--- src/rtl/systolic_feed_ctrl.sv ---
// Feed controller for a ROW x COL systolic DataPath: loads weights and inputs into
// the row/column buffers, then drives the skewed read wavefront and waits for done.
module systolic_feed_ctrl #(
  parameter int WIDTH = 32,
  parameter int ROW   = 4,
  parameter int COL   = 4
) (
  input  logic             clk,
  input  logic             rst,
  input  logic             start,
  input  logic             in_valid,
  input  logic [WIDTH-1:0] in_data,
  output logic             in_ready,
  input  logic             done,
  output logic [WIDTH-1:0] data_in,
  output logic [ROW-1:0]   writew,
  output logic [COL-1:0]   writen,
  output logic [ROW-1:0]   readw,
  output logic [COL-1:0]   readn,
  output logic             cs,
  output logic             busy,
  output logic             finished
);

  localparam int CW = $clog2(ROW * COL + 1);
  localparam logic [CW-1:0] WORD_LAST = CW'(ROW * COL - 1);
  localparam logic [CW-1:0] FEED_LAST = CW'(ROW + COL - 2);

  typedef enum logic [2:0] {
    IDLE,
    LOAD_W,
    LOAD_N,
    GAP,
    FEED,
    WAIT_DONE
  } state_t;

  state_t           state_q, state_d;
  logic [CW-1:0]    cnt_q, cnt_d;
  logic [WIDTH-1:0] data_in_q, data_in_d;
  logic [ROW-1:0]   writew_q, writew_d;
  logic [COL-1:0]   writen_q, writen_d;
  logic [ROW-1:0]   readw_q, readw_d;
  logic [COL-1:0]   readn_q, readn_d;
  logic             cs_q, cs_d;
  logic             busy_q, busy_d;
  logic             finished_q, finished_d;
  logic             accept;

  assign in_ready = (state_q == LOAD_W) || (state_q == LOAD_N);
  assign accept   = in_valid & in_ready;

  // One counter serves as word index while loading and as wavefront index in FEED.
  always_comb begin
    state_d = state_q;
    cnt_d   = cnt_q;
    case (state_q)
      IDLE: begin
        if (start) begin
          state_d = LOAD_W;
          cnt_d   = '0;
        end
      end
      LOAD_W: begin
        if (accept) begin
          if (cnt_q == WORD_LAST) begin
            state_d = LOAD_N;
            cnt_d   = '0;
          end else begin
            cnt_d = cnt_q + CW'(1);
          end
        end
      end
      LOAD_N: begin
        if (accept) begin
          if (cnt_q == WORD_LAST) begin
            state_d = GAP;
            cnt_d   = '0;
          end else begin
            cnt_d = cnt_q + CW'(1);
          end
        end
      end
      GAP: begin
        state_d = FEED;
        cnt_d   = '0;
      end
      FEED: begin
        if (cnt_q == FEED_LAST) begin
          state_d = WAIT_DONE;
          cnt_d   = '0;
        end else begin
          cnt_d = cnt_q + CW'(1);
        end
      end
      WAIT_DONE: begin
        if (done) begin
          state_d = IDLE;
          cnt_d   = '0;
        end
      end
      default: begin
        state_d = IDLE;
        cnt_d   = '0;
      end
    endcase
  end

  // Strobes are registered, so every output appears one cycle after the state that produced it.
  always_comb begin
    data_in_d  = data_in_q;
    writew_d   = '0;
    writen_d   = '0;
    readw_d    = '0;
    readn_d    = '0;
    cs_d       = 1'b0;
    finished_d = 1'b0;
    busy_d     = (state_d != IDLE);
    if (accept) begin
      data_in_d = in_data;
    end
    case (state_q)
      LOAD_W: begin
        if (accept) begin
          writew_d = ROW'(1) << (cnt_q / CW'(COL));
        end
      end
      LOAD_N: begin
        if (accept) begin
          writen_d = COL'(1) << (cnt_q / CW'(ROW));
        end
      end
      FEED: begin
        cs_d = 1'b1;
        for (int i = 0; i < ROW; i++) begin
          if (i <= int'(cnt_q)) begin
            readw_d[i] = 1'b1;
          end
        end
        for (int j = 0; j < COL; j++) begin
          if (j <= int'(cnt_q)) begin
            readn_d[j] = 1'b1;
          end
        end
      end
      WAIT_DONE: begin
        cs_d       = ~done;
        finished_d = done;
      end
      default: begin
        cs_d = 1'b0;
      end
    endcase
  end

  always_ff @(posedge clk or negedge rst) begin
    if (!rst) begin
      state_q    <= IDLE;
      cnt_q      <= '0;
      data_in_q  <= '0;
      writew_q   <= '0;
      writen_q   <= '0;
      readw_q    <= '0;
      readn_q    <= '0;
      cs_q       <= 1'b0;
      busy_q     <= 1'b0;
      finished_q <= 1'b0;
    end else begin
      state_q    <= state_d;
      cnt_q      <= cnt_d;
      data_in_q  <= data_in_d;
      writew_q   <= writew_d;
      writen_q   <= writen_d;
      readw_q    <= readw_d;
      readn_q    <= readn_d;
      cs_q       <= cs_d;
      busy_q     <= busy_d;
      finished_q <= finished_d;
    end
  end

  assign data_in  = data_in_q;
  assign writew   = writew_q;
  assign writen   = writen_q;
  assign readw    = readw_q;
  assign readn    = readn_q;
  assign cs       = cs_q;
  assign busy     = busy_q;
  assign finished = finished_q;

endmodule

--- config.mk ---
export PLATFORM = sky130hd
export DESIGN_NAME = systolic_feed_ctrl
export DESIGN_NICKNAME = d
export VERILOG_FILES = /design/src/rtl/systolic_feed_ctrl.sv
export SDC_FILE = /design/constraint.sdc
export NUM_CORES = 1
export LEC_CHECK = 0
export ABC_AREA = 1
export BUFFER_PORTS_ARGS = -buffer_cell sky130_fd_sc_hd__buf_2
export CELL_PAD_IN_SITES_DETAIL_PLACEMENT = 2
export CELL_PAD_IN_SITES_GLOBAL_PLACEMENT = 2
export CORE_MARGIN = 2
export CORE_UTILIZATION = 30
export DETAILED_ROUTE_END_ITERATION = 6
export GPL_ROUTABILITY_DRIVEN = 0
export MAX_ROUTING_LAYER = met4
export PLACE_DENSITY = 0.88
export SYNTH_ARGS = -nofsm -noshare
export SYNTH_HDL_FRONTEND = slang
export SYNTH_SLANG_ARGS = --single-unit
--- constraint.sdc ---
create_clock -name clk -period 3.5 [get_ports clk]
set_input_delay 0.35 -clock clk [delete_from_list [all_inputs] [get_ports clk]]
set_output_delay 0.35 -clock clk [all_outputs]
set_load 0.01 [all_outputs]
-- Word level (Yosys, flattened, before mapping)
Cells that the tools add are included.
- order comparisons: 3
- mux-type cells: 23
- add/sub/neg operators: 1
- bitwise gates (word level): 2
- reduce and logical (&&, ||, !) cells: 5
- shift-type cells: 1
- equal/unequal tests: 10
- operators with widths (cell ; number):
    two-way mux 5 bit ; 5
    two-way mux 3 bit ; 7
    case mux 5 bit (4 select lines) ; 1
    case mux 3 bit (6 select lines) ; 1
    two-way mux 4 bit ; 4
    <= comparator 2 x 5 -> 1 bit, first input constant ; 2
    == test 3 x 2 -> 1 bit, second input constant ; 2
    == test 3 bit, second input constant ; 2
    adder 5 x 1 -> 5 bit, second input constant ; 1
    == test 5 x 3 -> 1 bit, second input constant ; 1
    == test 5 x 4 -> 1 bit, second input constant ; 1
    <= comparator 1 x 5 -> 1 bit, first input constant ; 1
    two-way mux 1 bit ; 4
    inequality test 2 bit, second input constant ; 2
    << shifter 1 x 3 -> 4 bit, first input constant ; 1
    == test 3 x 1 -> 1 bit, second input constant ; 1
    zero test 3 bit ; 1
    AND reduction 3 bit ; 1
    nonzero test 3 bit ; 1
    inequality test 2 x 1 -> 1 bit, second input constant ; 1
    case mux 1 bit (2 select lines) ; 1
    OR reduction 2 bit ; 1
    AND 1 bit ; 1
    logical OR 1 bit ; 1
    inverter 1 bit ; 1
- bits in registers: 55
- logic and storage cells: 54

-- Longest topological paths before layout
Gate-level depths: netlist of the first run.
- word-level depth: 6
- mapped depth: 9
- mapped depth without buffers: 9

-- Worst setup path before layout of the first run
Ideal clock, no wire load.
- kind: flip-flop to flip-flop
- start point: register cnt_q[1]
- end point: register busy_q, in the netlist busy
- setup slack: 1.995 ns
- arrival: 1.383 ns
- stages on the path, launching flop included: 10
- path through: dfrtp_1 -> ha_1 -> nand2_1 -> nor2_1 -> ha_1 -> inv_1 -> o21ai_0 -> nand3_1 -> nor2_1 -> nand2_1
- cells in the longest elaborated chain, start to end: 5
- RTL lines (item ; line ; RTL):
    start: declaration ; 39 ; logic [CW-1:0] cnt_q, cnt_d;
    start signal: assignment ; 170 ; cnt_q <= cnt_d;
    == test 5 x 4 -> 1 bit ; 66, 76 ;
    two-way mux 3 bit (on tied branches) ; 76, 66 ;
    two-way mux 3 bit (on tied branches) ; 75, 65 ;
    case mux 3 bit (6 select lines) (*) ; 57 ; case (state_q)
    nonzero test 3 bit (*) ; 118 ; busy_d = (state_d != IDLE);
    net busy_d ; 46 ; logic busy_q, busy_d;
    end signal: assignment ; 177 ; busy_q <= busy_d;
    end: declaration ; 46 ;
The timed path passes the listed nets; every way through them passes the cells marked *.
A chain may end at the register's enable or synchronous reset.

-- Final worst setup path of the first run
- start point: register cnt_q[0]
- end point: register busy_q, in the netlist busy
The elaborated chain is that of the path after synthesis.

==> metrics.sh, run 1 <==
TIMING.CRITICAL_PATH.CELLS='ha_1 -> nand2_1 -> nor2_1 -> ha_1 -> inv_1 -> o21ai_0 -> nand3_1 -> nor2_1 -> nand2_1'
FP.DIEH_UM=94.3
INITIAL_CORE_UTIL_PCT=31.3
SYNTHTOLAYOUTAREAGROWTH_PCT=24.1
PLACEMENTROWS=32
TIMING.SLEW.HEADROOM_PCT=45.3
TOTAL_POWER_uW=2110
TIMING_WORST_SETUP_PATH_TYPE='reg -> reg'
CRIT_FAMILY='simple AND/OR/NAND/NOR gates'
TIMING.FINAL.HOLD_VIOLATIONS=0
CLOCK-SKEW-FINAL_NS=0.0121
R2R_END='busy$_DFF_PN0_'
SYNTH-SEQ-CELLS=55
HPWL_MM=5.59
SEQ_AREA_FRAC_SYNTH_PCT=56.3
CTSRESIZECOUNT=0
TIMING.CRITICAL_PATH.ARRIVAL_NS=1.99
END_KIND='flop'
DIE_SPAN_IN_X_UM=94.3
CRITICAL_PATH_LAUNCH_POINT_TYPE='flop'
SYNTH_CELL_TYPE_COUNT=21
FIRST_GLOBAL_VIAS=2408
CPMAXSTAGEDELAYCELL='sky130_fd_sc_hd__dfrtp_1'
START_OF_THE_WORST_REGISTER_TO_REGISTER_PATH='cnt_q[0]$_DFFE_PN0P_'
POST_DRT_VIA_CELL_RATIO=4.62
FILL_CELLS=909
SETUP.REG_TO_REG.WORST_SLACK_NS=1.72
GRT_PASS1_WL_MM=12.4
POST-SYNTH-TOP-AREA-FRACTION_PCT=56.3
CLOCK_LATENCY_NS=0.32
ROUTED_WL_MM=7.54
COMMONEST_CELLS_AFTER_ROUTING_FILL_AND_TAPS_ASIDE='122 x sky130_fd_sc_hd__nand2_1, 88 x sky130_fd_sc_hd__buf_2, 55 x sky130_fd_sc_hd__dfrtp_1, 19 x sky130_fd_sc_hd__inv_1, 18 x sky130_fd_sc_hd__nand3_1'
LEAKAGE_uW=0.00177
DR.PASS1.ITERS=4
SYN_INST=276
GRT_SETUP_UNREPAIRED='no'
INSTANCES_NO_FILL=464
YOSYSWARNINGS=0
CTS-HOLD-FIX-BUFFERS=0
SYNTH_TOP_CELLS_BY_AREA='sky130_fd_sc_hd__dfrtp_1 56%, sky130_fd_sc_hd__nand2_1 19%, sky130_fd_sc_hd__nand3_1 3.7%'
DRTANTENNAVIOLNETS=0
DIODES=0
FIN_TNS_SETUP_NS=0
FINAL.PERIOD_UTILIZATION_PCT=50.9
PLACEDCELLCOUNT=456
PERIOD_NEEDED_NS=1.78
POST_CTS_BUFFERS=0
SYN_NETS=317
RUN_STATUS='finished clean'
LARGEST_NET_DEGREE_AT_THE_START_OF_GLOBAL_ROUTING=38
MIN-DELAY-PATH-CLASS='in -> async'
SYNTH.CELL_AREA_MM2=0.00245
IO_BUFFERS=88
WORSTPATHMAXFANOUT=7
TIMING_MAX_TRANSITION_VIOLATIONS_FINAL=0
CTS_INSERTED_BUFFERS=5
CTS.ROOT.BUFFER_CELL='sky130_fd_sc_hd__clkbuf_8'
MIN_SETUP_SLACK_POST_ROUTE_NS=1.72
FP.COREAREA_MM2=0.00781
MAX_FREQ_MHz=561
FINAL_COMMON_CELL='sky130_fd_sc_hd__nand2_1'
CP-STARTPOINT='cnt_q[0]$_DFFE_PN0P_'
GLOBALROUTETOTALUTIL_PCT=18.4
ROUTED_WIRE_LENGTH_PER_INSTANCE_UM=16.3
NETS=402
CAP_VIOLATIONS=0
WORST_SLEW_PIN_SLEW_NS=0.820
MAXIMUM_LEVEL_OF_THE_CTS_H_TREE=2
CTS-ROOT-TO-SINK-BUFFERS=2
NUMBER_OF_STAGES_ON_THE_WORST_SETUP_PATH=9
SHARE_OF_CELLS_ABOVE_DRIVE_STRENGTH_1_PCT=32.6
CLOCK_SINKS=55
CLOCK_PIN_SLEW_ON_THE_WORST_SETUP_AND_HOLD_PATHS_NS=0.11
TRITONCTS='yes'
POST-ROUTE-DRC-COUNT=0
DETAILEDPLACE.WORSTSLACK_NS=1.73
DETAIL_ROUTE.ITER0.VIOLATIONS=51
POST_SYNTH_TOP_AREA_CELL='sky130_fd_sc_hd__dfrtp_1'
POWER_DENSITY_mW_PER_MM2=695
FP.DIEAREA_MM2=0.00889
CRITPATHCAPTURE='busy$_DFF_PN0_'
WORST_PATH_LARGEST_CELL_DELAY_NS=0.48
R2R_CELLS=9
CP.BUFFERS_INVERTERS=1
SETUP_VIOL_COUNT_FINAL=0
GRT_ANTENNA_BEFORE_REPAIR=0
CP_DATA_REQUIRED_TIME_NS=3.71
GRT.OVERFLOW.TOTAL=0
PIN_COUNT=89
DETAILROUTE.VIA_COUNT=2144
SYNTH_AREA_PER_CELL_UM2=8.86
PEAKVDDDROP_mV=0.212
-- metrics by stage --
step | utilization, % | area [um^2] | hold WS, ns
after floorplan | - | 2450 | 0.0544
after global placement | 37.4 | 2920 | 0.457
after detailed placement | 37.4 | 2920 | 0.463
after CTS | 38.9 | 3040 | 0.153
after global routing | 38.9 | 3040 | 0.186
final | 38.9 | 3040 | 0.119
-- worst min path at each step --
stage / start / end
after floorplan: rst / busy$_DFF_PN0_
after global placement: data_in[19]$_DFFE_PN0N_ / data_in[19]$_DFFE_PN0N_
after detailed placement: data_in[23]$_DFFE_PN0N_ / data_in[23]$_DFFE_PN0N_
after CTS: rst / writen[2]$_DFF_PN0_
after global routing: rst / data_in[11]$_DFFE_PN0N_
final: rst / data_in[13]$_DFFE_PN0N_
-- layer usage --
| layer | track usage [%] | routed length, um | vias to the layer above |
|---|---|---|---|
| met5 | - | 0 | - |
| met4 | 3.38 | 77 | 0 |
| met3 | 3.45 | 402 | 8 |
| met2 | 33.3 | 4050 | 57 |
| met1 | 21.6 | 3010 | 1075 |
| li1 | - | - | 1004 |
-- worst register-to-register path: stages (launching register included) --
cell	delay, ns
sky130_fd_sc_hd__dfrtp_1	0.48
sky130_fd_sc_hd__ha_1	0.23
sky130_fd_sc_hd__nand2_1	0.06
sky130_fd_sc_hd__nor2_1	0.14
sky130_fd_sc_hd__ha_1	0.19
sky130_fd_sc_hd__inv_1	0.10
sky130_fd_sc_hd__o21ai_0	0.17
sky130_fd_sc_hd__nand3_1	0.10
sky130_fd_sc_hd__nor2_1	0.12
sky130_fd_sc_hd__nand2_1	0.08
-- report_power, final --
group          total [uW]  switching (uW)  internal [uW]
sequential            946             131            815
combinational         717             457            259
clock                 449             233            216
-- logic make-up after synthesis --
kind of cell | after synthesis | share of synthesized area (%)
AO/OA/AOI/OAI | 4 | 0.921
XOR/XNOR | 1 | 0.358
adder cells (fa/ha/maj) | 4 | 2.05
buffers and inverters | 35 | 8.08
flip-flops | 55 | 56.3
AND/OR/NAND/NOR | 177 | 32.3
-- cells in the mapped netlist, drive strengths merged --
cell type  instances
buf               11
o21ai              3
o31ai              1
ha                 4
nor2              17
nand2            135
nand4              3
inv               24
xor2               1
dfrtp             55
nor4               1
nand3             21
-- flip-flops by register name (all words and copies together), names as in the netlist --
name,count
writen,4
finished,1
data_in,32
state_q,3
cs,1
readn,4
cnt_q,5
writew,4
busy,1
-- layout make-up --
cell class                      instances  area (um^2)  share of cell area, %
Clock inverter                          3         46.3                   1.52
Timing Repair Buffer                   89          448                   14.8
Multi-Input combinational cell        186          872                   28.7
Inverter                               24         97.6                   3.21
Sequential cell                        55         1380                   45.3
Tap cell                              102          128                   4.20
Clock buffer                            5         68.8                   2.27
(Power assumes the default switching activity.)
==> run 2, diff against run 1 <==
ABC_AREA = 0   (was 1)
CORE_UTILIZATION = 31   (was 30)
PLACE_DENSITY = 0.83   (was 0.88)
clock period = 1.85 ns   (was 3.5 ns; I/O delays follow)
==> run 2 against run 1 <==
Compared with the run above: setup slack worse by 1.5 ns; sequential power up 65%; via count shrank 24%; count of clock-buffer cells in the layout increased by 1; highest routed layer unchanged.
==> metrics.sh, run 2 <==
TIMING.CRITICAL_PATH.CELLS='xor2_2 -> and2_1 -> buf_2'
MAXIMUM_LEVEL_OF_THE_CTS_H_TREE=2
CTS.ROOT.BUFFER_CELL='sky130_fd_sc_hd__clkbuf_8'
FP.DIEH_UM=90.7
R2R_END='cnt_q[3]$_DFFE_PN0P_'
TRITONCTS='yes'
ROUTED_WL_MM=5.66
CLOCK_SHARE_OF_POWER_PCT=23.5
POST_CTS_BUFFERS=0
SYNTH-SEQ-CELLS=55
CRIT_FAMILY='flip-flops'
FINAL.PERIOD_UTILIZATION_PCT=90.2
POST-ROUTE-DRC-COUNT=0
CP.BUFFERS_INVERTERS=1
START_OF_THE_WORST_REGISTER_TO_REGISTER_PATH='cnt_q[1]$_DFFE_PN0P_'
DIODES=0
SETUP_VIOL_COUNT_FINAL=0
NUMBER_OF_SYNTHESIZED_FLOPS_WITH_AN_ENABLE_PIN=0
PERIOD_NEEDED_NS=1.67
NETS=303
PLACEMENTROWS=31
WORST_SLEW_PIN_SLEW_NS=0.509
SHARE_OF_CELLS_ABOVE_DRIVE_STRENGTH_1_PCT=54.2
PEAKVDDDROP_mV=0.431
POWER.SHARE.COMBINATIONAL_PCT=27.8
FINAL_COMMON_CELL='sky130_fd_sc_hd__buf_2'
DR.PASS1.ITERS=4
WORST_HOLD_PATH_CELL_COUNT=2
YOSYSMOSTFREQUENTCELL='sky130_fd_sc_hd__dfrtp_1'
INITIAL_CORE_UTIL_PCT=32.1
CLOCK_PIN_SLEW_ON_THE_WORST_SETUP_AND_HOLD_PATHS_NS=0.09
POST_SYNTH_TOP_AREA_CELL='sky130_fd_sc_hd__dfrtp_1'
GRT_PASS1_WL_MM=9.62
FP.COREAREA_MM2=0.00725
PIN_COUNT=89
FIN_TNS_SETUP_NS=0
LEAKAGE_uW=0.00146
CPMAXSTAGEDELAYCELL='sky130_fd_sc_hd__dfrtp_1'
TIMING.FINAL.HOLD_VIOLATIONS=0
TIMING.SLEW.HEADROOM_PCT=65.6
END_KIND='output port'
WORST_PATH_LARGEST_CELL_DELAY_NS=0.57
CLOCK-SKEW-FINAL_NS=0.00813
WORST_HOLD_SLACK_ACROSS_ALL_ENDPOINTS_NS=0.102
CAP_VIOLATIONS=0
SYNTH-MAIN-FF-CELL='sky130_fd_sc_hd__dfrtp_1'
FP.DIEAREA_MM2=0.00822
SYN_NETS=215
DRTANTENNAVIOLNETS=0
GRT.OVERFLOW.TOTAL=0
SYNTHTOLAYOUTAREAGROWTH_PCT=27.6
DETAILROUTE.VIA_COUNT=1639
HPWL_MM=4.52
CP_DATA_REQUIRED_TIME_NS=1.66
POST-SYNTH-TOP-AREA-FRACTION_PCT=59.1
SYNTH_TOP_CELLS_BY_AREA='sky130_fd_sc_hd__dfrtp_1 59%, sky130_fd_sc_hd__mux2_2 15%, sky130_fd_sc_hd__ha_1 2.1%'
CTS-ROOT-TO-SINK-BUFFERS=2
CLOCK_LATENCY_NS=0.30
ROUTED_WIRE_LENGTH_PER_INSTANCE_UM=15.7
TIMING_WORST_SETUP_PATH_TYPE='reg -> out'
TIMING.CRITICAL_PATH.ARRIVAL_NS=1.48
SW_FRAC_OF_TOTAL_PCT=30.1
YOSYSWARNINGS=0
R2R_CELLS=8
PLACEDCELLCOUNT=353
POWER_DENSITY_mW_PER_MM2=1080
TIMING.HOLD.WORST_ENDPOINT='data_in[13]$_DFFE_PN0N_'
ASYNC_FLOP_SHARE_PCT=100
CTS_INSERTED_BUFFERS=5
MIN-DELAY-PATH-CLASS='in -> reg'
GRT_SETUP_UNREPAIRED='no'
SYNTH.CELL_AREA_MM2=0.00233
MAX_FREQ_MHz=599
FIRST_GLOBAL_VIAS=1876
RUN_STATUS='finished clean'
GRT_ANTENNA_BEFORE_REPAIR=0
DIE_SPAN_IN_X_UM=90.7
TIMING_MAX_TRANSITION_VIOLATIONS_FINAL=0
DETAIL_ROUTE.ITER0.VIOLATIONS=39
POST_DRT_VIA_CELL_RATIO=4.54
SEQ_AREA_FRAC_SYNTH_PCT=59.1
TOTAL_POWER_uW=3200
CLOCK_SINKS=55
SYNTH_AREA_PER_CELL_UM2=13.4
YOSYS-TOP-CELLS-COUNT='55 x sky130_fd_sc_hd__dfrtp_1, 30 x sky130_fd_sc_hd__mux2_2, 9 x sky130_fd_sc_hd__nor2_1'
SYNTH_CELL_TYPE_COUNT=39
SWITCHING_POWER_uW=966
IO_BUFFERS=88
MIN_FROM='in_data[13]'
LARGEST_REGISTER_FF_COUNT=32
SHARE_SEQ_OF_TOTAL_POWER_PCT=48.7
WORSTPATHMAXFANOUT=9
INTPOWER_uW=2240
LARGEST_NET_DEGREE_AT_THE_START_OF_GLOBAL_ROUTING=26
COMMONEST_CELLS_AFTER_ROUTING_FILL_AND_TAPS_ASIDE='88 x sky130_fd_sc_hd__buf_2, 53 x sky130_fd_sc_hd__dfrtp_1, 30 x sky130_fd_sc_hd__mux2_2, 9 x sky130_fd_sc_hd__nor2_1'
GLOBALROUTETOTALUTIL_PCT=15.3
SYN_INST=174
INSTANCES_NO_FILL=361
CRITICAL_PATH_LAUNCH_POINT_TYPE='flop'
SETUP.REG_TO_REG.WORST_SLACK_NS=0.18
## run 2: kinds of logic after synthesis
family          synth area share [%]
mux                             16.3
buf+inv                         5.59
xor+xnor                       0.699
flops                           59.1
fa+ha+maj                       2.15
simple gates                    9.94
compound gates                  6.18
## run 2: metrics by stage
step | utilization, % | cell area [um^2] | worst slack, ns
global placement | 39.4 | 2860 | 0.257
global route | 41.0 | 2970 | 0.00633
floorplan | - | 2330 | 0.379
CTS | 40.9 | 2970 | 0.106
finish | 41.0 | 2970 | 0.180
detailed placement | 39.4 | 2860 | 0.132
## run 2: worst register-to-register path, stage by stage, from the launching register on
cell	delay (ns)
sky130_fd_sc_hd__dfrtp_2	0.44
sky130_fd_sc_hd__ha_1	0.22
sky130_fd_sc_hd__nand3_1	0.11
sky130_fd_sc_hd__inv_1	0.05
sky130_fd_sc_hd__ha_1	0.22
sky130_fd_sc_hd__nor2_1	0.13
sky130_fd_sc_hd__a22oi_2	0.09
sky130_fd_sc_hd__nand2b_4	0.17
sky130_fd_sc_hd__o2bb2ai_1	0.17
## run 2: final cells by class
class	count	area [um^2]
fillers	790	4280
flip-flops and latches	55	1380
multi-input cells	98	822
repair buffers	94	513
well taps	99	124
clock buffers	6	72.6
inverters	8	31.3
clock inverters	1	30.0
## run 2: per-layer routing
metal	track usage, %	wire length, um
met1	17.1	2210
met3	3.92	329
met4	5.13	80
met2	26.6	3040
met5	-	0
## run 2: how the worst max path moves through the flow
stage / from / end / cells after the start
2_1_floorplan: cnt_q[2]$_DFFE_PN0P_ / cnt_q[1]$_DFFE_PN0P_ / 8
3_3_place_gp: state_q[2]$_DFF_PN0_ / cnt_q[2]$_DFFE_PN0P_ / 4
3_5_place_dp: state_q[2]$_DFF_PN0_ / cnt_q[3]$_DFFE_PN0P_ / 4
4_1_cts: state_q[2]$_DFF_PN0_ / cnt_q[3]$_DFFE_PN0P_ / 4
5_1_grt: cnt_q[1]$_DFFE_PN0P_ / cnt_q[3]$_DFFE_PN0P_ / 8
6_report: state_q[1]$_DFF_PN0_ / in_ready / 3
## run 2: power groups by stage
| stage | clock network, uW | registers, uW | logic (uW) |
|---|---|---|---|
| after floorplan | 0 | 1590 | 526 |
| after global routing | 828 | 1600 | 995 |
| after global placement | 0 | 1560 | 866 |
| after detailed placement | 0 | 1590 | 907 |
| final | 755 | 1560 | 890 |
| after CTS | 797 | 1560 | 911 |
## run 2: timing repair
item	CTS	global route
gates resized for setup	0	3
setup endpoints to repair	0	4
hold endpoints to repair	18	0
hold buffers	1	0
